[src/rtl/dtree_frame_sequencer.sv]
// Byte-serial feature collector and result register for the combinational arrhythmia decision tree.
// Optional frame counter output enabled by defining DTREE_FRAME_CNT_EN.
module dtree_frame_sequencer #(
  parameter int NFEAT = 5,
  parameter int FW    = 8,
  parameter int CW    = 5
) (
  input  logic                clk,
  input  logic                rst_n,
  input  logic                in_valid,
  output logic                in_ready,
  input  logic [FW-1:0]       in_data,
  input  logic                in_last,
  output logic [NFEAT*FW-1:0] tree_feat,
  input  logic [CW-1:0]       tree_class,
  output logic                out_valid,
  input  logic                out_ready,
  output logic [CW-1:0]       out_class,
  output logic                frame_err,
`ifdef DTREE_FRAME_CNT_EN
  output logic [15:0]         frame_cnt,
`endif
  output logic                busy
);

  localparam logic [1:0] S_COLLECT = 2'd0;
  localparam logic [1:0] S_EVAL    = 2'd1;
  localparam logic [1:0] S_HOLD    = 2'd2;
  localparam logic [2:0] LAST_IDX  = 3'(NFEAT - 1);

  logic [1:0]    state_reg, state_next;
  logic [2:0]    idx_reg, idx_next;
  logic          err_reg, err_next;
  logic [CW-1:0] class_reg;
  logic          accept, at_last, good_byte, bad_byte;

  assign in_ready  = (state_reg == S_COLLECT);
  assign accept    = in_valid & in_ready;
  assign at_last   = (idx_reg == LAST_IDX);
  // A byte is well framed only when in_last coincides exactly with the final slot.
  assign good_byte = accept & (in_last == at_last);
  assign bad_byte  = accept & (in_last != at_last);

  always_comb begin
    state_next = state_reg;
    idx_next   = idx_reg;
    err_next   = 1'b0;
    case (state_reg)
      S_COLLECT: begin
        if (bad_byte) begin
          idx_next = 3'd0;
          err_next = 1'b1;
        end else if (good_byte) begin
          if (at_last) begin
            idx_next   = 3'd0;
            state_next = S_EVAL;
          end else begin
            idx_next = idx_reg + 3'd1;
          end
        end
      end
      S_EVAL:  state_next = S_HOLD;
      S_HOLD:  if (out_ready) state_next = S_COLLECT;
      default: begin
        state_next = S_COLLECT;
        idx_next   = 3'd0;
      end
    endcase
  end

  always_ff @(posedge clk or negedge rst_n) begin
    if (!rst_n) begin
      state_reg <= S_COLLECT;
      idx_reg   <= 3'd0;
      err_reg   <= 1'b0;
    end else begin
      state_reg <= state_next;
      idx_reg   <= idx_next;
      err_reg   <= err_next;
    end
  end

  // One holding register per feature slot; only well-framed bytes are written.
  generate
    for (genvar gi = 0; gi < NFEAT; gi++) begin : g_slot
      logic [FW-1:0] slot_reg;
      always_ff @(posedge clk or negedge rst_n) begin
        if (!rst_n) begin
          slot_reg <= '0;
        end else if (good_byte && (idx_reg == 3'(gi))) begin
          slot_reg <= in_data;
        end
      end
      assign tree_feat[gi*FW +: FW] = slot_reg;
    end
  endgenerate

  always_ff @(posedge clk or negedge rst_n) begin
    if (!rst_n) begin
      class_reg <= '0;
    end else if (state_reg == S_EVAL) begin
      class_reg <= tree_class;
    end
  end

`ifdef DTREE_FRAME_CNT_EN
  logic [15:0] frame_cnt_reg;
  always_ff @(posedge clk or negedge rst_n) begin
    if (!rst_n) begin
      frame_cnt_reg <= 16'd0;
    end else if ((state_reg == S_HOLD) && out_ready && (frame_cnt_reg != 16'hFFFF)) begin
      frame_cnt_reg <= frame_cnt_reg + 16'd1;
    end
  end
  assign frame_cnt = frame_cnt_reg;
`endif

  assign out_valid = (state_reg == S_HOLD);
  assign out_class = class_reg;
  assign frame_err = err_reg;
  assign busy      = !((state_reg == S_COLLECT) && (idx_reg == 3'd0));

endmodule

[config.mk]
export PLATFORM = sky130hd
export DESIGN_NAME = dtree_frame_sequencer
export DESIGN_NICKNAME = d
export VERILOG_FILES = /design/src/rtl/dtree_frame_sequencer.sv
export SDC_FILE = /design/constraint.sdc
export NUM_CORES = 1
export LEC_CHECK = 0
export ABC_AREA = 1
export BUFFER_PORTS_ARGS = -buffer_cell sky130_fd_sc_hd__buf_2
export CAP_MARGIN = 10
export CORE_UTILIZATION = 26
export DETAILED_ROUTE_END_ITERATION = 10
export HOLD_SLACK_MARGIN = 0.05
export MAX_ROUTING_LAYER = met4
export PLACE_DENSITY = 0.53
export SYNTH_ARGS = -nofsm -noshare
export SYNTH_HDL_FRONTEND = slang
export SYNTH_SLANG_ARGS = --single-unit
[constraint.sdc]
create_clock -name clk -period 2.1 [get_ports clk]
set_clock_uncertainty 0.1 [all_clocks]
set_input_delay 0.42 -clock clk [delete_from_list [all_inputs] [get_ports clk]]
set_output_delay 0.42 -clock clk [all_outputs]
set_load 0.02 [all_outputs]
# After elaboration in Yosys (flattened, before gate mapping)

Index checks and enable logic that the tools add are counted.
Widths: inputs -> output; s select.

Add/sub/neg operators: 1
Eq/ne operators: 13
Mux-type cells: 11
Bitwise logic cells: 4
Reduce and logical (&&, ||, !) cells: 12

Operators by type and width:

| cell                | count |
|---|---|
| $mux 3              | 3 |
| $mux 2              | 4 |
| $eq 3x2->1 const B  | 2 |
| $logic_and 1x1->1   | 6 |
| $ne 2x1->1 const B  | 3 |
| $pmux 2 s3          | 1 |
| $pmux 3 s2          | 1 |
| $reduce_and 4->1    | 1 |
| $add 3x1->3 const B | 1 |
| $and 1x1->1         | 3 |
| $eq 3x1->1 const B  | 1 |
| $eq 3x3->1 const B  | 1 |
| $logic_not 3->1     | 1 |
| $ne 3x1->1 const B  | 1 |
| $eq 2x1->1 const B  | 1 |
| $eq 2x2->1 const B  | 1 |
| $logic_not 2->1     | 1 |
| $mux 1              | 2 |
| $ne 2x2->1 const B  | 1 |
| $reduce_and 2->1    | 1 |
| $reduce_or 2->1     | 1 |
| $eq 1x1->1          | 1 |
| $logic_not 1->1     | 1 |
| $ne 1x1->1          | 1 |
| $not 1->1           | 1 |

Register bits: 51
Output and inout port bits: 49

# Longest topological paths before layout

Gate-level depths: netlist (run 1).

Word-level depth: 6
Depth in mapped cells: 8

# Worst setup path after synthesis (run 1)

No wires, ideal clock.

Kind: register to register
From: reg state_reg[0]
To: reg idx_reg[0]
Library setup time: 0.132 ns
Arrival: 1.469 ns
Data required time: 1.868 ns
Slack: 0.399 ns
Cell stages (with the launch flop): 9
Clock period less this slack: 1.701 ns
Cell sequence: dfrtp_1 -> inv_1 -> ha_1 -> nand2_2 -> clkinv_2 -> buf_4 -> nand3_1 -> nand3_1 -> o21ai_0

Word-level cells in the longest chain between the ends: 5

Ends and longest elaborated chain:

| item                                           | line   | text |
|---|---|---|
| start: declaration                             | 31     | `logic [1:0] state_reg, state_next;` |
| start signal: assignment                       | 77     | `state_reg <= state_next;` |
| $logic_not 2->1 *                              | 37     | `assign in_ready = (state_reg == S_COLLECT);` |
| via in_ready                                   | 11     | `output logic in_ready,` |
| $and 1x1->1                                    | 38     | `assign accept = in_valid & in_ready;` |
| $and 1x1->1, on equally long branches          | 42, 41 |  |
| $mux 3 or $ne 3x1->1 (tied branches)           | -      |  |
| $pmux 3 s2 or $reduce_and 2->1 (tied branches) | -      |  |
| end signal: assignment                         | 78     | `idx_reg <= idx_next;` |
| end: declaration                               | 32     | `logic [2:0] idx_reg, idx_next;` |

Mark *: on every way through the listed nets, which the timed path passes. The rest lies on a longest branch.
A chain may end at the register's enable or synchronous reset.

# Worst setup path in the final report (run 1)

From: reg state_reg[1]
To: out busy

Word-level cells in the longest chain between the ends: 3

Ends and longest elaborated chain:

| item              | line | text |
|---|---|---|
| $logic_not 2->1   | 121  | `assign busy = !((state_reg == S_COLLECT) && (idx_reg == 3'd0));` |
| $logic_and 1x1->1 | 121  |  |
| $logic_not 1->1   | 121  |  |
| end: declaration  | 23   | `output logic busy` |

No other way between the ends.

==> results.json, run 1 <==
{
  "vdd_drop_max_uv": 617,
  "die_area_mm2": 0.00924,
  "stdcell_area_mm2": 0.00289,
  "netlist_area_mm2": 0.00230,
  "synth_ff_type": "dfrtp_1",
  "via_per_inst": 4.36,
  "yosysTopAreaCell": "dfrtp_1",
  "cp_cell_sequence": "inv_1, ha_1, nand3_1, buf_2",
  "vias": 1783,
  "synth-edff-count": 0,
  "yosysMostFrequentCell": "nand2_1",
  "max_freq_mhz": 498,
  "hpwlAfterDp_mm": 4.08,
  "rr_worst_depth": 7,
  "ys_seq_area_share_pct": 55.4,
  "cts-root-buf": "clkbuf_8",
  "total_power_w": 0.00423,
  "end_kind": "output pin",
  "synth_cell_types": 24,
  "grt_remaining_overflow": 0,
  "die_h_um": 96.1,
  "worstSetupStartpointType": "flop",
  "die_x_um": 96.1,
  "layout_setup_ws_ns": 0.0914,
  "grt_pass1_vias": 1743,
  "ant_nets": 0,
  "largest_reg_flops": 40,
  "clk_latency_ns": 0.30,
  "grt_max_degree": 32,
  "wl_per_cell_um": 13.4,
  "drt_wl_total_mm": 5.46,
  "diodes": 0,
  "worstSetupPathType": "flop to output pin",
  "ys_seq_elements": 51,
  "avgSynthCellArea_um2": 9.89,
  "drtPass1Iterations": 4,
  "worst_ep_arrival_time_ns": 1.49,
  "outcome": "finished, final reports clean",
  "htreeDepth": 2,
  "layout.nets": 331,
  "cp_slowest_cell": "dfrtp_1",
  "period_needed_ns": 2.01,
  "num_rows": 33,
  "place_area_mm2": 0.00274,
  "cts_setup_buffers": 0,
  "ios": 67,
  "gp_congestion": 0.775,
  "area_growth_pct": 25.4,
  "drtIter0Drc": 90,
  "synth_common_cells": "nand2_1 (65), dfrtp_1 (51), nand4_1 (25)",
  "drc": 0,
  "clk_pin_slew_ns": 0.10,
  "synthArstFlopShare_pct": 100,
  "worstPathRequired_ns": 1.58,
  "start_util_pct": 27.5,
  "grt_pass1_wl_mm": 8.85,
  "synth_cells": 233,
  "gr-usage-all-layers_pct": 13.1,
  "numCtsBuffers": 5,
  "cts_tree": "done",
  "maxCapViolCount": 0,
  "crit_fanout": 6,
  "worst_pin_slew_ns": 0.511,
  "drv_slew": 0,
  "drive_gt1_share_pct": 31.6,
  "hold_class": "input port to flop",
  "synth_nets": 261,
  "holdPathStages": 2,
  "ys_top_cells_by_area": "dfrtp_1 (55%), nand2_1 (11%), nand4_1 (6.8%)",
  "setup_viol": 0,
  "rsz0062_at_grt": "false",
  "p_leak_nw": 1.58,
  "clkSinkCount": 51,
  "hold_violations": 0,
  "fin_setup_tns_ns": 0,
  "slew_headroom_pct": 65.9,
  "synth_warnings": 0,
  "p_per_area_mw_per_mm2": 1460,
  "antenna_found_initial": 0,
  "io_buffers": 66,
  "preCtsSetupSlack_ns": 0.244,
  "core-area_mm2": 0.00838,
  "slowest_delay_ns": 0.41,
  "synthDominantCellAreaShare_pct": 55.4,
  "fin_crit_sh_pct": 95.6,
  "cts_max_path_buffers": 2
}
where the power goes:
part | leakage, nW | switching (W) | internal, W
clock | 0.0703 | 0.000358 | 0.000484
combinational | 0.845 | 0.00120 | 0.000607
sequential | 0.664 | 0.000218 | 0.00136
total | 1.58 | 0.00177 | 0.00245
placed cells by master (no fill, tap or decap), types with 2 or more instances in the layout:
cell type  Yosys  routed
inv_1         21      21
nand3_2        3       3
nand2_1       65      65
a21oi_2        2       2
nor2_1        10      10
nand3_1        6       6
mux2_2         5       5
a21oi_1        7       7
nand4_1       25      25
buf_2          1      66
buf_4          4       3
nor2_2         2       2
ha_1          10      10
o21ai_0       10      10
bufinv_16      0       2
clkbuf_8       0       5
dfrtp_1       51      51
through the flow:
step	hold slack [ns]	utilization (%)	instances
final	0.239	34.5	409
after global routing	0.228	34.5	409
after CTS	0.228	34.5	409
after detailed placement	0.325	32.7	400
after global placement	0.321	32.7	400
after floorplan	0.0244	-	233
critical path: cells and delay by family (launching register included):
| kind | cells | cell delay [ns] |
|---|---|---|
| adders and majority gates | 1 | 0.30 |
| buffers and inverters | 2 | 0.32 |
| DFF | 1 | 0.41 |
| and+or+nand+nor | 1 | 0.15 |
worst paths after layout:
path / slack, ns / startpoint / endpoint
max in group asynchronous: 0.85 / rst_n / idx_reg[1]
worst max-delay path: 0.09 / state_reg[1] / busy
worst min-delay path: 0.24 / tree_class[2] / out_class[2]
worst max register to register: 0.25 / idx_reg[0] / g_slot[3].slot_reg[2]
worst min register to register: 0.38 / g_slot[1].slot_reg[6] / g_slot[1].slot_reg[6]
min in group asynchronous: 0.51 / rst_n / g_slot[4].slot_reg[7]
final cells by class:
cell class / count / area (um^2)
clock buffer: 5 / 68.8
clock inverter: 3 / 71.3
fill: 885 / 5490
inverter: 22 / 83.8
multi-input combinational: 152 / 875
sequential: 51 / 1280
tap: 105 / 131
timing repair buffer: 71 / 383
per-layer routing:
layer  routed length (um)  GRT usage (%)  up-vias
li1                     -              -      908
met1                 2580           17.1      826
met2                 2580           20.8       45
met3                  251           2.53        4
met4                   48           3.36        0
met5                    0              -        -
logic make-up (layout without fill, tap and decap cells):
| family | Yosys count | after routing | synth area share, % |
|---|---|---|---|
| simple gates | 116 | 116 | 25.1 |
| compound gates | 21 | 21 | 5.00 |
| mux | 5 | 5 | 2.44 |
| flops | 51 | 51 | 55.4 |
| buf+inv | 30 | 101 | 6.63 |
| fa+ha+maj | 10 | 10 | 5.43 |
what timing repair did:
item / CTS / global route
resized for setup: 0 / 0
endpoints found under the hold margin: 20 / 0
hold buffers: 1 / 0
No activity file was read; power rests on OpenSTA's default activity.
==> run 2: changes to the inputs <==
==> constraint.sdc (replaced) <==
create_clock -name clk -period 2.1 [get_ports clk]
set_clock_uncertainty 0.1 [all_clocks]
set_input_delay 0.21 -clock clk [delete_from_list [all_inputs] [get_ports clk]]
set_output_delay 0.21 -clock clk [all_outputs]
set_load 0.02 [all_outputs]
==> run 2 against run 1 <==
Compared with the run above: combinational power is essentially flat; largest cell class unchanged; via count grew 3.2%; fmax grew 5.9%; highest routed layer unchanged; worst hold slack lost 0.15 ns.
==> results.json, run 2 (same netlist as run 1, synthesis figures left out) <==
{
  "outcome": "finished, final reports clean",
  "whs_ns": 0.0905,
  "placed_cells": 400,
  "clk_latency_ns": 0.30,
  "num_rows": 33,
  "numCtsBuffers": 5,
  "startpoint": "idx_reg[0]",
  "antenna_found_initial": 0,
  "met1_usage_pct": 17.3,
  "p_seq_share_pct": 38.5,
  "p_leak_nw": 1.58,
  "clk_pin_slew_ns": 0.10,
  "worstSetupPathType": "flop to flop",
  "cp_slowest_cell": "dfrtp_1",
  "slowest_delay_ns": 0.43,
  "gr-usage-all-layers_pct": 13.6,
  "grt_max_degree": 34,
  "drv_slew": 0,
  "cts_max_path_buffers": 2,
  "nFillCells": 892,
  "drive_gt1_share_pct": 31.1,
  "grt_pass1_wl_mm": 9.14,
  "final_common_cell": "buf_2",
  "grt_pass1_vias": 1797,
  "ant_nets": 0,
  "p_comb_share_pct": 44.2,
  "drtIter0Drc": 52,
  "period_needed_ns": 1.90,
  "fin_setup_tns_ns": 0,
  "hold_class": "input port to flop",
  "start_util_pct": 27.5,
  "final_cell_mix": "buf_2 (66), nand2_1 (65), dfrtp_1 (51), nand4_1 (25), inv_1 (21)",
  "hold_violations": 0,
  "crit_path_frequent_cell": "nand2_1",
  "switchingPower_w": 0.00176,
  "diodes": 0,
  "largest_reg_flops": 40,
  "drc": 0,
  "layout_setup_ws_ns": 0.202,
  "internal_power_w": 0.00232,
  "critPathCapture": "g_slot[3].slot_reg[0]",
  "crit_fanout": 28,
  "core-area_mm2": 0.00838,
  "worstSetupStartpointType": "flop",
  "rr_worst_depth": 7,
  "max_freq_mhz": 527,
  "worst_ep_arrival_time_ns": 2.00,
  "area_growth_pct": 26.0,
  "vdd_drop_max_uv": 531,
  "grt-busiest-layer": "met2",
  "layout.nets": 336,
  "rsz0062_at_grt": "false",
  "io_buffers": 66,
  "clkSinkCount": 51,
  "preCtsSetupSlack_ns": 0.200,
  "rr_endpoint": "g_slot[3].slot_reg[0]",
  "ios": 67,
  "end_kind": "flop",
  "worstPathRequired_ns": 2.20,
  "pwr-share-clk_pct": 17.3,
  "swShare_pct": 43.1,
  "use_met3_pct": 3.55,
  "wl_per_cell_um": 13.5,
  "cts-root-buf": "clkbuf_8",
  "die_h_um": 96.1,
  "crit-reg2reg-launch": "idx_reg[0]",
  "p_per_area_mw_per_mm2": 1410,
  "vias": 1840,
  "drtPass1Iterations": 4,
  "seq_area_mm2": 0.00128,
  "multi_input_area_um2": 875,
  "die_x_um": 96.1,
  "die_area_mm2": 0.00924,
  "grt_remaining_overflow": 0,
  "via_per_inst": 4.44,
  "setup_viol": 0,
  "gp_congestion": 0.768,
  "fin_crit_sh_pct": 90.4,
  "grt.met2_usage_pct": 21.0,
  "utilization_pct": 34.6,
  "hpwlAfterDp_mm": 4.16,
  "worst_pin_slew_ns": 0.741,
  "slew_headroom_pct": 50.6,
  "cp_cell_sequence": "inv_1, ha_1, nand3_4, nand2_4, nand3_2, nand2_1, nand2_1",
  "fin_cells": 414,
  "drt_wl_total_mm": 5.61,
  "r2r_slack_ns": 0.20,
  "maxCapViolCount": 0,
  "htreeDepth": 2,
  "cts_tree": "done"
}
[run 2: cell count changes in the layout (fill, tap and decap cells not counted)]
cell / before / now
inv_6: 0 / 1
dlygate4sd3_1: 1 / 6
buf_12: 1 / 0
clkinvlp_4: 0 / 1
bufinv_16: 2 / 1
inv_8: 1 / 0
buf_4: 3 / 4
[run 2: metal layers]
| metal | vias to the layer above | wire length (um) |
|---|---|---|
| met2 | 52 | 2620 |
| met3 | 2 | 327 |
| met4 | 0 | 42 |
| met1 | 870 | 2620 |
| met5 | - | 0 |
| li1 | 916 | - |
[run 2: repair_timing]
| action | in CTS | in global routing |
|---|---|---|
| hold buffers | 6 | 0 |
| setup buffers | 0 | 0 |
| hold endpoints to repair | 36 | 0 |
| resized for setup | 0 | 0 |
[run 2: worst min-delay path by stage]
stage	start	endpoint	slack [ns]	depth (start not counted)
2_1_floorplan	rst_n	frame_err	-0.19	0
3_3_place_gp	rst_n	g_slot[4].slot_reg[6]	0.22	1
3_5_place_dp	rst_n	g_slot[4].slot_reg[6]	0.22	1
4_1_cts	in_data[5]	g_slot[2].slot_reg[5]	0.08	3
5_1_grt	in_data[7]	g_slot[1].slot_reg[7]	0.1	3
6_report	in_data[1]	g_slot[4].slot_reg[1]	0.09	3
[run 2: power by group through the flow]
stage	Sequential (W)	Clock (W)	Combinational [W]
2_1_floorplan	0.00201	0	0.000806
3_3_place_gp	0.00159	0	0.00179
3_5_place_dp	0.00159	0	0.00182
4_1_cts	0.00158	0.000739	0.00184
5_1_grt	0.00162	0.000766	0.00202
6_report	0.00157	0.000709	0.00181
[run 2: cell type report]
cell class / count / share of cell area, %
sequential: 51 / 44.0
multi-input combinational: 152 / 30.1
timing repair buffer: 76 / 14.5
tap: 105 / 4.53
inverter: 22 / 2.89
clock buffer: 5 / 2.37
clock inverter: 3 / 1.60
[run 2: per-stage QoR]
stage	cell area [um^2]	total power (W)
finish	2900	0.00409
global route	2900	0.00441
CTS	2900	0.00416
detailed placement	2730	0.00342
global placement	2730	0.00338
floorplan	2300	0.00281
[run 2: critical path, delay by kind of cell (launching register included)]
kind | cells | cell delay, ns
adder cells (fa/ha/maj) | 1 | 0.32
flip-flops | 1 | 0.43
buffers and inverters | 1 | 0.12
AND/OR/NAND/NOR | 5 | 0.83
